`src/rtl/rom_arbiter.sv`:
```
// ============================================================================
// Module   : rom_arbiter
// Brief    : Two-port priority arbiter sharing one registered-read game ROM,
//            with starvation guard for port 1 and local out-of-range replies.
// Revision : 1.0 - initial release
// ============================================================================
`default_nettype none

module rom_arbiter #(
  parameter int DATA_W = 16,
  parameter int ADDR_W = 16,
  parameter int DEPTH  = 1024,
  parameter int MAX_HI = 4
) (
  input  logic              clk,
  input  logic              rst,
  input  logic              req0,
  input  logic [ADDR_W-1:0] addr0,
  input  logic              req1,
  input  logic [ADDR_W-1:0] addr1,
  output logic              gnt0,
  output logic              gnt1,
  output logic              ack0,
  output logic              ack1,
  output logic [DATA_W-1:0] rdata0,
  output logic [DATA_W-1:0] rdata1,
  output logic              err0,
  output logic              err1,
  output logic [ADDR_W-1:0] rom_addr,
  input  logic [DATA_W-1:0] rom_data
);

  // Zero-extended so the range test cannot wrap when DEPTH == 2**ADDR_W.
  localparam logic [ADDR_W:0] c_depth  = DEPTH[ADDR_W:0];
  localparam logic [3:0]      c_max_hi = MAX_HI[3:0];

  logic              w_force1;
  logic              w_gnt0;
  logic              w_gnt1;
  logic              w_any_gnt;
  logic              w_sel_port;
  logic [ADDR_W-1:0] w_sel_addr;
  logic              w_sel_oob;

  logic [3:0]        r_hi_cnt;
  logic [ADDR_W-1:0] r_rom_addr;
  logic              r_tag_valid;
  logic              r_tag_port;
  logic              r_tag_oob;
  logic              r_ack0;
  logic              r_ack1;
  logic              r_err0;
  logic              r_err1;
  logic              r_oob_q;

  // Grant decode: port 0 wins unless port 1 has been passed over MAX_HI times.
  always_comb begin
    w_force1   = req1 & (r_hi_cnt == c_max_hi);
    w_gnt0     = req0 & ~w_force1;
    w_gnt1     = req1 & (~req0 | w_force1);
    w_any_gnt  = w_gnt0 | w_gnt1;
    w_sel_port = w_gnt1;
    w_sel_addr = w_gnt1 ? addr1 : addr0;
    w_sel_oob  = ({1'b0, w_sel_addr} >= c_depth);
  end

  always_ff @(posedge clk or posedge rst) begin
    if (rst) begin
      r_hi_cnt <= '0;
    end else if (!req1 || w_gnt1) begin
      r_hi_cnt <= '0;
    end else if (w_gnt0 && (r_hi_cnt != c_max_hi)) begin
      r_hi_cnt <= r_hi_cnt + 4'd1;
    end
  end

  // Stage 1: ROM address plus a tag recording who owns the read in flight.
  always_ff @(posedge clk or posedge rst) begin
    if (rst) begin
      r_rom_addr  <= '0;
      r_tag_valid <= 1'b0;
      r_tag_port  <= 1'b0;
      r_tag_oob   <= 1'b0;
    end else begin
      r_tag_valid <= w_any_gnt;
      r_tag_port  <= w_sel_port;
      r_tag_oob   <= w_any_gnt & w_sel_oob;
      if (w_any_gnt && !w_sel_oob) begin
        r_rom_addr <= w_sel_addr;
      end
    end
  end

  // Stage 2: steer the response to its issuing port, aligned with rom_data.
  always_ff @(posedge clk or posedge rst) begin
    if (rst) begin
      r_ack0  <= 1'b0;
      r_ack1  <= 1'b0;
      r_err0  <= 1'b0;
      r_err1  <= 1'b0;
      r_oob_q <= 1'b0;
    end else begin
      r_ack0  <= r_tag_valid & ~r_tag_port;
      r_ack1  <= r_tag_valid &  r_tag_port;
      r_err0  <= r_tag_valid & ~r_tag_port & r_tag_oob;
      r_err1  <= r_tag_valid &  r_tag_port & r_tag_oob;
      r_oob_q <= r_tag_valid & r_tag_oob;
    end
  end

  assign gnt0     = w_gnt0;
  assign gnt1     = w_gnt1;
  assign ack0     = r_ack0;
  assign ack1     = r_ack1;
  assign err0     = r_err0;
  assign err1     = r_err1;
  assign rom_addr = r_rom_addr;
  assign rdata0   = (r_ack0 & ~r_oob_q) ? rom_data : '0;
  assign rdata1   = (r_ack1 & ~r_oob_q) ? rom_data : '0;

endmodule

`default_nettype wire

```
`config.mk`:
```
export PLATFORM = sky130hd
export DESIGN_NAME = rom_arbiter
export DESIGN_NICKNAME = d
export VERILOG_FILES = /design/src/rtl/rom_arbiter.sv
export SDC_FILE = /design/constraint.sdc
export NUM_CORES = 1
export LEC_CHECK = 0
export ABC_CLOCK_PERIOD_IN_PS = 2300
export CAP_MARGIN = 0
export CORE_ASPECT_RATIO = 1.1
export CORE_UTILIZATION = 34
export CTS_CLUSTER_SIZE = 12
export DETAILED_ROUTE_END_ITERATION = 6
export GPL_TIMING_DRIVEN = 0
export HOLD_SLACK_MARGIN = 0.03
export PLACE_DENSITY = 0.78
export SYNTH_ARGS = -nofsm -noshare
export SYNTH_HDL_FRONTEND = slang
export SYNTH_SLANG_ARGS = --single-unit
```
`constraint.sdc`:
```
create_clock -name clk -period 2.3 [get_ports clk]
set_input_delay 0.23 -clock clk [delete_from_list [all_inputs] [get_ports clk]]
set_output_delay 0.23 -clock clk [all_outputs]
set_load 0.01 [all_outputs]
```
==> results_dict.tcl <==
set metrics [dict create \
    ys.warnings.count 0 \
    synth_seq_cells 28 \
    hold_viol 0 \
    routed_via_density 4.53 \
    start_kind "register" \
    area_delta_synth_final_pct 86.2 \
    dieHeight_microns 69.7 \
    diodes 0 \
    gr-total-overflow 0 \
    drt_iter0_drc 18 \
    drv_cap 0 \
    htree_levels 1 \
    ir_drop_uv 273 \
    p_leak_nw 1.12 \
    synth_nets 177 \
    critPathRequiredTime_ns 2.46 \
    grt_start_max_net_pins 29 \
    fin_area_sq_um 2640 \
    dieArea_sq_um 4420 \
    critical_path_class "reg -> reg" \
    rsz0062_at_grt "no" \
    drc 0 \
    ant_nets 0 \
    outcome "completed" \
    core-area_sq_um 3960 \
    holdWs_ns 0.470 \
    end_kind "register" \
    relSlewSlack 0.313 \
    period_needed_ns 2.20 \
    routed_wl_microns 3400 \
    grt_use_total 0.164 \
    yosysTopAreaCell "dfrtp_1" \
    root_buffer "clkbuf_8" \
    synth.avg_cell_area_sq_um 11.5 \
    worstPathArrival_ns 2.36 \
    max_freq_mhz 455 \
    async_flop_share 1.00 \
    grt_pass1_wl_microns 5770 \
    synth_seq_area_share 0.495 \
    grt_pass1_vias 1314 \
    vias 1306 \
    netlist_area_sq_um 1420 \
    clk_path_buf_depth 2 \
    period_share 0.955 \
    finalClockSkew_ns 0.00250 \
    io_pins 106 \
    wire_per_inst_microns 11.8 \
    synth.top_cell.area_share 0.495 \
    antenna_found_initial 0 \
    path_cells "inv_1 -> ha_1 -> nand4b_1 -> a2111o_1 -> a21oi_4 -> buf_6 -> mux2_4" \
    nNetsFinal 291 \
    num_rows 24 \
    initial_core_util 0.357 \
    finalSetupViolations 0 \
    cts_buffers 3 \
    p_per_area_nw_per_um2 470 \
    hold_class "reg -> reg" \
    clk_latency_ns 0.27 \
    tns_ns 0 \
    synth_area_leaders "dfrtp_1 50%, and2_1 15%, mux2_2 13%, nor2b_1 4.4%, mux2_4 4.2%" \
    synthesis.instances 123 \
    drive_gt1_frac 0.153 \
    slew_violations 0 \
    synth_cell_types 22 \
    cts_tree "done" \
    max_stage_delay_ns 0.49 \
    clkTransAtPathRegs_ns 0.09 \
    cp_slowest_cell "a2111o_1" \
    worst_pin_slew_ns 1.03 \
    fillers 345 \
    drt_first_pass_iters 4 \
    synth-edff-count 0 \
    place_congestion 0.664 \
    chipWidth_microns 63.5 \
    placed_area_sq_um 2530 \
    clock_sinks 28 \
    io_buffer_count 105 \
    crit_path_max_fanout 10 \
    ys.flop_type "dfrtp_1" \
    hpwlAfterDp_microns 2760 \
]
state kept, by name (all words and copies together) (netlist names):
signal	cells
rom_addr	16
r_hi_cnt	4
ack0	1
ack1	1
err0	1
err1	1
r_oob_q	1
r_tag_oob	1
r_tag_port	1
r_tag_valid	1
routing by layer:
metal	up-vias	wire length, microns	global-route usage
li1	628	-	-
met1	586	1200	0.167
met2	87	1640	0.292
met3	5	510	0.0757
met4	0	48	0.0530
met5	-	0	0
what timing repair did:
action                                  in CTS  in global routing
endpoints found under the setup margin       1                 25
gates cloned                                 0                  0
resized for setup                            1                  7
pin swaps                                    0                  2
setup buffers                                0                  5
hold buffers                                 0                  0
final timing paths:
check / to / start / slack (ns) / cells past startpoint
worst max-delay path: rom_addr[8]$_DFFE_PP0P_ / r_hi_cnt[0]$_DFFE_PP0P_ / 0.10 / 7
worst min-delay path: ack0$_DFF_PP0_ / r_tag_port$_DFF_PP0_ / 0.47 / 1
worst max register to register: rom_addr[8]$_DFFE_PP0P_ / r_hi_cnt[0]$_DFFE_PP0P_ / 0.10 / 7
worst min register to register: ack0$_DFF_PP0_ / r_tag_port$_DFF_PP0_ / 0.47 / 1
max in group asynchronous: rom_addr[11]$_DFFE_PP0P_ / rst / 1.17 / 2
min in group asynchronous: err0$_DFF_PP0_ / rst / 0.51 / 2
logic make-up (layout without fill, tap and decap cells):
kind of cell / after synthesis / after routing / share of synthesized area
compound gates: 2 / 2 / 0.0195
buf+inv: 8 / 121 / 0.0265
mux: 20 / 20 / 0.170
fa+ha+maj: 2 / 2 / 0.0177
xor+xnor: 2 / 2 / 0.0124
simple gates: 61 / 61 / 0.259
flops: 28 / 28 / 0.495
worst max-delay path, delay by kind of cell, from the launching register on:
family	cells	cell delay (ns)
flip-flops	1	0.42
AO/OA/AOI/OAI	2	0.73
AND/OR/NAND/NOR	1	0.24
adder cells (fa/ha/maj)	1	0.13
buffers and inverters	2	0.26
multiplexers	1	0.31
cell type report:
cell class	instances	area (sq um)	share of cell area
Inverter	4	15.0	0.00570
Timing Repair Buffer	110	1090	0.413
Tap cell	52	65.1	0.0247
Multi-Input combinational cell	87	689	0.262
Sequential cell	28	701	0.266
Clock buffer	4	55.1	0.0209
Buffer	3	21.3	0.00807
cell usage after synthesis, drive strengths merged, types with 2 or more instances:
| cell | number |
|---|---|
| and2 | 35 |
| inv | 4 |
| ha | 2 |
| mux2 | 20 |
| dfrtp | 28 |
| and3 | 3 |
| nor2b | 10 |
| nor2 | 5 |
| nand2 | 2 |
| clkbuf | 3 |
stage by stage:
stage                     instances  utilization  power [mW]  worst slack (ns)
after floorplan                 123            -       0.708             0.292
after global placement          280        0.639       0.944            -0.236
after detailed placement        280        0.639       0.949            -0.245
after CTS                       283        0.652        1.25           0.00915
after global routing            288        0.665        1.31            0.0128
final                           288        0.665        1.24             0.103
cells in the final DEF (no fill, tap or decap):
master | Yosys | layout
nor2_1 | 5 | 5
nand2_4 | 0 | 1
mux2_2 | 16 | 16
a2111o_1 | 1 | 1
dfrtp_1 | 28 | 28
buf_6 | 1 | 1
and2_1 | 35 | 35
buf_4 | 0 | 5
inv_1 | 4 | 4
nor2b_1 | 10 | 8
nand4_1 | 1 | 1
clkbuf_8 | 0 | 4
ha_1 | 2 | 2
and3_1 | 3 | 3
nand2b_1 | 1 | 1
nand4b_1 | 1 | 1
nor2b_2 | 0 | 2
or4_1 | 1 | 1
clkbuf_2 | 0 | 2
mux2_4 | 4 | 4
nand2_1 | 2 | 1
xor2_1 | 1 | 1
xnor2_1 | 1 | 1
a21oi_4 | 1 | 1
nor4_1 | 1 | 1
clkdlybuf4s50_1 | 0 | 105
nand3_1 | 1 | 1
where the power goes:
group | total [mW] | switching [mW] | leakage [nW] | internal [mW]
sequential | 0.565 | 0.0260 | 0.364 | 0.539
combinational | 0.374 | 0.121 | 0.729 | 0.253
clock | 0.299 | 0.146 | 0.0288 | 0.153
total | 1.24 | 0.293 | 1.12 | 0.945
(Power assumes the default switching activity.)
